`src/rtl/sprite_pkg.sv`:
```
// rtl/sprite_pkg.sv - shared sizes, colour width and load FSM encoding for the sprite line buffer
package sprite_pkg;

  localparam int N_SPR    = 5;
  localparam int SPRITE_W = 16;
  localparam int COLOR_W  = 8;
  localparam int X_W      = 10;
  localparam int ID_W     = 3;
  localparam int CNT_W    = 3;

  typedef enum logic {
    ST_IDLE    = 1'b0,
    ST_LOADING = 1'b1
  } load_state_t;

endpackage

```
`src/rtl/sprite_line_buffer_if.sv`:
```
// rtl/sprite_line_buffer_if.sv - sprite ROM row delivery bus (per-slot load strobe, row data, done pulse)
interface sprite_line_buffer_if #(
  parameter int N_SPR    = sprite_pkg::N_SPR,
  parameter int SPRITE_W = sprite_pkg::SPRITE_W
) ();

  logic [N_SPR-1:0]    load_en;
  logic [SPRITE_W-1:0] rom_data;
  logic                img_load_done;

  modport master (
    output load_en,
    output rom_data,
    output img_load_done
  );

  modport slave (
    input load_en,
    input rom_data,
    input img_load_done
  );

endinterface

```
`src/rtl/sprite_hit_unit.sv`:
```
// rtl/sprite_hit_unit.sv - per-slot opacity test: column offset against sprite X, then row bit select
module sprite_hit_unit #(
  parameter int SPRITE_W = sprite_pkg::SPRITE_W
) (
  input  logic [sprite_pkg::X_W-1:0] hcount,
  input  logic [sprite_pkg::X_W-1:0] x,
  input  logic [SPRITE_W-1:0]        row,
  output logic                       opaque
);
  import sprite_pkg::*;

  localparam int IDX_W = (SPRITE_W > 1) ? $clog2(SPRITE_W) : 1;

  logic [X_W-1:0]   off;
  logic [IDX_W-1:0] idx;
  logic             in_span;

  assign off = hcount - x;
  // hcount >= x keeps the subtraction from wrapping, so sprites near the right edge clip at 1023
  assign in_span = (hcount >= x) && (off < X_W'(SPRITE_W));
  assign idx     = IDX_W'(SPRITE_W - 1) - off[IDX_W-1:0];
  assign opaque  = in_span & row[idx];

endmodule

```
`src/rtl/sprite_line_buffer.sv`:
```
// rtl/sprite_line_buffer.sv - double-buffered sprite row store with per-pixel hit/priority; SPRITE_COLLISION_EN adds collision detect
module sprite_line_buffer #(
  parameter int N_SPR    = sprite_pkg::N_SPR,
  parameter int SPRITE_W = sprite_pkg::SPRITE_W
) (
  input  logic                                  clk,
  input  logic                                  rst,
  sprite_line_buffer_if.slave                   ld,
  input  logic [sprite_pkg::X_W-1:0]            hcount,
  input  logic [N_SPR*sprite_pkg::X_W-1:0]      sprite_x,
  input  logic [N_SPR*sprite_pkg::COLOR_W-1:0]  sprite_color,
  output logic                                  pix_valid,
  output logic [sprite_pkg::COLOR_W-1:0]        pix_color,
  output logic [sprite_pkg::ID_W-1:0]           pix_sprite_id,
  output logic                                  line_ready,
  output logic                                  load_err,
  output logic                                  collision,
  output logic [N_SPR-1:0]                      collision_mask
);
  import sprite_pkg::*;

  localparam logic [CNT_W-1:0] CNT_FULL = CNT_W'(N_SPR);

  load_state_t              state, state_nx;
  logic [CNT_W-1:0]         cnt, cnt_nx;
  logic                     commit, err_nx;
  logic [N_SPR-1:0][SPRITE_W-1:0] shadow, active;
  logic [N_SPR-1:0]         opaque;
  logic [ID_W-1:0]          win_id;
  logic [COLOR_W-1:0]       win_color;

  always_ff @(posedge clk) begin
    if (rst) begin
      state <= ST_IDLE;
      cnt   <= '0;
    end else begin
      state <= state_nx;
      cnt   <= cnt_nx;
    end
  end

  always_comb begin
    state_nx = state;
    cnt_nx   = cnt;
    case (state)
      ST_IDLE: begin
        if (|ld.load_en) begin
          state_nx = ST_LOADING;
          cnt_nx   = CNT_W'(1);
        end
      end
      ST_LOADING: begin
        if (ld.img_load_done) begin
          state_nx = ST_IDLE;
          cnt_nx   = '0;
        end else if ((|ld.load_en) && (cnt != CNT_FULL)) begin
          cnt_nx = cnt + CNT_W'(1);
        end
      end
      default: begin
        state_nx = ST_IDLE;
        cnt_nx   = '0;
      end
    endcase
  end

  // A done arriving with a load on the same edge is a legal commit, not an overflow
  always_comb begin
    commit = 1'b0;
    err_nx = 1'b0;
    case (state)
      ST_IDLE: err_nx = ld.img_load_done;
      ST_LOADING: begin
        if (ld.img_load_done) begin
          if (cnt == CNT_FULL) commit = 1'b1;
          else                 err_nx = 1'b1;
        end else if ((|ld.load_en) && (cnt == CNT_FULL)) begin
          err_nx = 1'b1;
        end
      end
      default: err_nx = 1'b0;
    endcase
  end

  always_ff @(posedge clk) begin
    if (rst) begin
      shadow     <= '0;
      active     <= '0;
      line_ready <= 1'b0;
      load_err   <= 1'b0;
    end else begin
      for (int i = 0; i < N_SPR; i++) begin
        if (ld.load_en[i]) shadow[i] <= ld.rom_data;
      end
      if (commit) begin
        active     <= shadow;
        line_ready <= 1'b1;
      end
      load_err <= err_nx;
    end
  end

  for (genvar g = 0; g < N_SPR; g++) begin : g_hit
    sprite_hit_unit #(.SPRITE_W(SPRITE_W)) u_hit (
      .hcount (hcount),
      .x      (sprite_x[X_W*g +: X_W]),
      .row    (active[g]),
      .opaque (opaque[g])
    );
  end

  // Walk from the highest slot down so the lowest opaque index is what remains
  always_comb begin
    win_id    = '0;
    win_color = '0;
    for (int i = N_SPR - 1; i >= 0; i--) begin
      if (opaque[i]) begin
        win_id    = ID_W'(i);
        win_color = sprite_color[COLOR_W*i +: COLOR_W];
      end
    end
  end

  always_ff @(posedge clk) begin
    if (rst) begin
      pix_valid     <= 1'b0;
      pix_color     <= '0;
      pix_sprite_id <= '0;
    end else begin
      pix_valid     <= line_ready && (|opaque);
      pix_color     <= line_ready ? win_color : '0;
      pix_sprite_id <= line_ready ? win_id : '0;
    end
  end

`ifdef SPRITE_COLLISION_EN
  localparam logic [N_SPR-1:0] ONE = N_SPR'(1);

  logic multi_hit;
  assign multi_hit = line_ready && ((opaque & (opaque - ONE)) != '0);

  always_ff @(posedge clk) begin
    if (rst) begin
      collision      <= 1'b0;
      collision_mask <= '0;
    end else begin
      collision <= multi_hit;
      if (commit)         collision_mask <= '0;
      else if (multi_hit) collision_mask <= collision_mask | opaque;
    end
  end
`else
  assign collision      = 1'b0;
  assign collision_mask = '0;
`endif

endmodule
```
`src/flat_wrapper.sv`:
```
// flat-port wrapper written by rule: the top's interface ports become plain ports
module sprite_line_buffer_flat import sprite_pkg::*;
#(
  parameter int N_SPR    = sprite_pkg::N_SPR,
  parameter int SPRITE_W = sprite_pkg::SPRITE_W
)
  (clk, rst, hcount, sprite_x, sprite_color, pix_valid, pix_color, pix_sprite_id, line_ready, load_err, collision, collision_mask, ld_load_en, ld_rom_data, ld_img_load_done);
  sprite_line_buffer_if #(.N_SPR(N_SPR), .SPRITE_W(SPRITE_W)) ld_i ();
  input  logic clk;
  input  logic rst;
  input  logic [sprite_pkg::X_W-1:0] hcount;
  input  logic [N_SPR*sprite_pkg::X_W-1:0] sprite_x;
  input  logic [N_SPR*sprite_pkg::COLOR_W-1:0] sprite_color;
  output logic pix_valid;
  output logic [sprite_pkg::COLOR_W-1:0] pix_color;
  output logic [sprite_pkg::ID_W-1:0] pix_sprite_id;
  output logic line_ready;
  output logic load_err;
  output logic collision;
  output logic [N_SPR-1:0] collision_mask;
  input wire logic [$bits(ld_i.load_en)-1:0] ld_load_en;
  input wire logic [$bits(ld_i.rom_data)-1:0] ld_rom_data;
  input wire logic [$bits(ld_i.img_load_done)-1:0] ld_img_load_done;
  assign ld_i.load_en = ld_load_en;
  assign ld_i.rom_data = ld_rom_data;
  assign ld_i.img_load_done = ld_img_load_done;
  sprite_line_buffer #(.N_SPR(N_SPR), .SPRITE_W(SPRITE_W)) u_core (.clk(clk), .rst(rst), .ld(ld_i), .hcount(hcount), .sprite_x(sprite_x), .sprite_color(sprite_color), .pix_valid(pix_valid), .pix_color(pix_color), .pix_sprite_id(pix_sprite_id), .line_ready(line_ready), .load_err(load_err), .collision(collision), .collision_mask(collision_mask));
endmodule
```
`config.mk`:
```
export PLATFORM = sky130hd
export DESIGN_NAME = sprite_line_buffer_flat
export DESIGN_NICKNAME = d
export VERILOG_FILES = /design/src/rtl/sprite_pkg.sv /design/src/rtl/sprite_line_buffer_if.sv /design/src/rtl/sprite_hit_unit.sv /design/src/rtl/sprite_line_buffer.sv /design/src/flat_wrapper.sv
export SDC_FILE = /design/constraint.sdc
export NUM_CORES = 1
export LEC_CHECK = 0
export CAP_MARGIN = 40
export CORE_MARGIN = 4
export CORE_UTILIZATION = 45
export DETAILED_ROUTE_END_ITERATION = 12
export PLACE_DENSITY = 0.71
export SYNTH_ARGS = -nofsm -noshare
export SYNTH_HDL_FRONTEND = slang
export SYNTH_SLANG_ARGS = --single-unit
export TNS_END_PERCENT = 20
```
`constraint.sdc`:
```
create_clock -name clk -period 6.2 [get_ports clk]
set_input_delay 1.24 -clock clk [delete_from_list [all_inputs] [get_ports clk]]
set_output_delay 1.24 -clock clk [all_outputs]
set_load 0.1 [all_outputs]
```
==> results.md <==
* Min-delay src: u_core.shadow[61]
* Leak pwr at 4.847 nW
* WL/cell at between 15 and 20 um
* Unrepaired setup endpoints after global routing: false
* Clock Pin Slew Worst Setup and Hold Paths at 0.07 ns
* Die H at 154.2 um
* Synth unique cells at 70
* R2r startpoint: u_core.active[11]
* Antenna Nets Post-Route at 0
* Worst path cell trace: clkdlybuf4s50_1, fa_1, mux4_2, mux2_2, mux2_2, and4_1, a21oi_2, nand2_2, o32ai_1
* Critical Path RT at around 6.5 ns
* I/O pin cnt at 144
* Critical Path Source: hcount[1]
* Routed met3 length at about 1700 um
* Drc violations at 0
* Compound-Gate Fraction of Synth Area at 16.27%
* Area Overhead vs Synth at 25.14%
* Placed Instances at between 1000 and 1500
* H-tree depth at 4
* Slew Limit Fails at 0
* TritonCTS clock tree: done
* CP max-delay cell: fa_1
* Layout cells sized above 1 at 7.588%
* Gates resized, CTS repair at 0
* Primary FF master, synth: dfxtp_1
* CP Capture Type: register
* Sink Count at between 150 and 200
* Xor-xnor portion of the synthesized cell area at 1.184%
* Crit-path max FO at 10
* Synth warnings at 0
* Net count, final at 1420
* Met2 WL at 12040 um
* Die area at 0.02378 mm2
* Register bit total from synthesis at 178
* Minimum clock period at between 4 and 5 ns
* First-pass GRT wire length at 41510 um
* Slew Limit Headroom at 42.08%
* FFs w/ async S/R, synth at 0%
* Hold slack at 0.4471 ns
* Worst slew pin tran at 0.8688 ns
* Main combinational cell family by area after synthesis: simple AND/OR/NAND/NOR gates
* WS Path Type: input port to register
* Routability congestion estimate at about 0.90
* Max Fclk at 220.0 MHz
* Endpoints failing hold at 0
* Worst-Skew Late Latency at 0.43 ns
* Largest net degree at the start of global routing at 81
* Die W at approximately 150 um
* Cell Area, Synth at 0.009620 mm2
* Synth Area in Simple Gates at 17.23%
* Register area share after synthesis at a little under two fifths
* DRT iter0 DRCs at roughly 440
* Max cap viols at 0
* Total grt overflow at 0
* Syn_area_per_cell at 8.613 um2
* Multiplexer share of the synthesized area at 15.14%
* Total GRT Usage at 21.72%
* Via density at 5.493
* Drt pass-1 iters at 5
* Post-layout instance count excluding filler cells at 1527
* Fin crit share at 73.31%
* CP arrival at 4.88 ns
* Status: completed
* ANT cells at 0
* Cell area power density at between 200 and 250 mW/mm2
* Postcts setup bufs at 0
* WL final at 26220 um
* Via count at 8388
* Post-DP HPWL at 19020 um
* DR top layer: met4
* Site Rows at 53
* Synth Area in Adders at ~7.8%
* Design Power at 2.786 mW
* Clock skew at 0.01162 ns
* Hold/Removal Path Class: register to register
* Vias in the first global route at 7866
* Synthesized instance count at 1117
* CTS Hold Buffers Added at 0
* Initial antenna violation count at 0
* Post-synth EDFFs at 0
* FF-to-FF setup slack at 3.68 ns
* Critical Path Most Common Cell: mux2_2
* Root buf cell: clkbuf_16
* Core area at 0.02102 mm2
* TNS Setup at 0 ns
* Met1 wire length at 11900 um
* Clock buffer count from CTS at 17
* Starting Density at 45.77%
* Max IR drop VDD at between 0.2 and 0.25 mV
* Port buffer count at 137
* Setup crit start kind: input port
* Deepest clock path buffer count at 2
* Setup-failing EPs final at 0
* Worst path max stage delay at 0.80 ns
## worst paths after layout
| kind | endpoint | cells past startpoint |
|---|---|---|
| setup / recovery | u_core.pix_color[7] | 9 |
| hold / removal | u_core.active[61] | 2 |
| setup reg to reg | u_core.pix_color[7] | 7 |
| hold reg to reg | u_core.active[61] | 2 |
## cell type report
type	count	area, um2
sequential	178	3563
clock inverter	14	163.9
clock buffer	18	439.2
multi-input combinational	816	5568
timing repair buffer	161	1717
fill	1892	8982
inverter	65	244.0
tap	275	344.1
## critical path: cells and delay by family
kind,cells,cell delay (ns)
AOI/OAI and AO/OA,2,0.62
adders and majority gates,1,0.80
buffers and inverters,1,0.75
muxes,3,1.09
and+or+nand+nor,2,0.37
## metrics by stage
| step | cell area [um2] | util, % | setup slack [ns] |
|---|---|---|---|
| floorplan | 9639 | - | 2.090 |
| global placement | 11120 | 52.89 | 1.279 |
| detailed placement | 11440 | 54.40 | 1.255 |
| CTS | 12040 | 57.27 | 1.680 |
| global route | 12040 | 57.27 | 1.362 |
| finish | 12040 | 57.27 | 1.655 |
## state kept, by name, indices dropped and copies added (netlist names)
name and flops:
u_core.cnt 3, u_core.pix_color 8, u_core.active 80, u_core.line_ready 1, u_core.pix_sprite_id 3, u_core.state 1
u_core.load_err 1, u_core.shadow 80, u_core.pix_valid 1
## cell usage in the layout, fill, tap and decap left out, drive strengths merged, types with 7 or more instances in the layout
cell | Yosys | layout
nand2 | 180 | 180
dfxtp | 178 | 178
clkdlybuf4s50 | 0 | 136
nor2 | 122 | 122
a21oi | 108 | 108
mux2i | 93 | 93
inv | 65 | 72
ha | 52 | 52
buf | 13 | 25
o21ai | 22 | 22
mux4 | 20 | 20
clkbuf | 50 | 18
a21o | 15 | 15
o21a | 13 | 13
nor3 | 12 | 12
o211ai | 11 | 11
nor2b | 10 | 10
a221oi | 10 | 10
nand3 | 9 | 9
nand2b | 9 | 9
nand4 | 8 | 8
and3 | 8 | 8
xnor2 | 7 | 7
## metal layers
layer | vias up | track usage [%]
li1 | 4139 | -
met3 | 26 | 4.141
met4 | 0 | 6.350
met5 | - | 0
met1 | 3919 | 29.52
met2 | 304 | 35.38
## cells by family (layout without fill, tap and decap cells)
| kind of cell | Yosys count | after routing |
|---|---|---|
| simple gates | 383 | 383 |
| compound gates | 238 | 238 |
| other cells | 1 | 6 |
| mux | 119 | 119 |
| buf+inv | 128 | 258 |
| flops | 178 | 178 |
| fa+ha+maj | 57 | 57 |
| xor+xnor | 13 | 13 |
## report_power, final
| part | internal [mW] | switching, mW | total [mW] |
|---|---|---|---|
| registers | 1.18 | 0.0170 | 1.19 |
| clock network | 0.587 | 0.506 | 1.09 |
| logic | 0.234 | 0.267 | 0.501 |
| total | 2.00 | 0.790 | 2.79 |
## synth_stat cells (all sizes together) (9+ instances only)
cell    number  area, um2
inv         65      244.0
nand3        9      45.04
a21oi      108      544.3
nor2b       10      62.56
mux2i       93      930.9
buf         13      77.57
clkbuf      50      187.7
mux4        20      457.9
o21ai       22      110.1
nor2       122      457.9
a221oi      10      87.58
nand2b       9      56.30
dfxtp      178       3563
nand2      180      678.2
a21o        15      112.6
o211ai      11      82.58
nor3        12      60.06
ha          52      650.6
o21a        13      97.59
(Power assumes the default switching activity.)
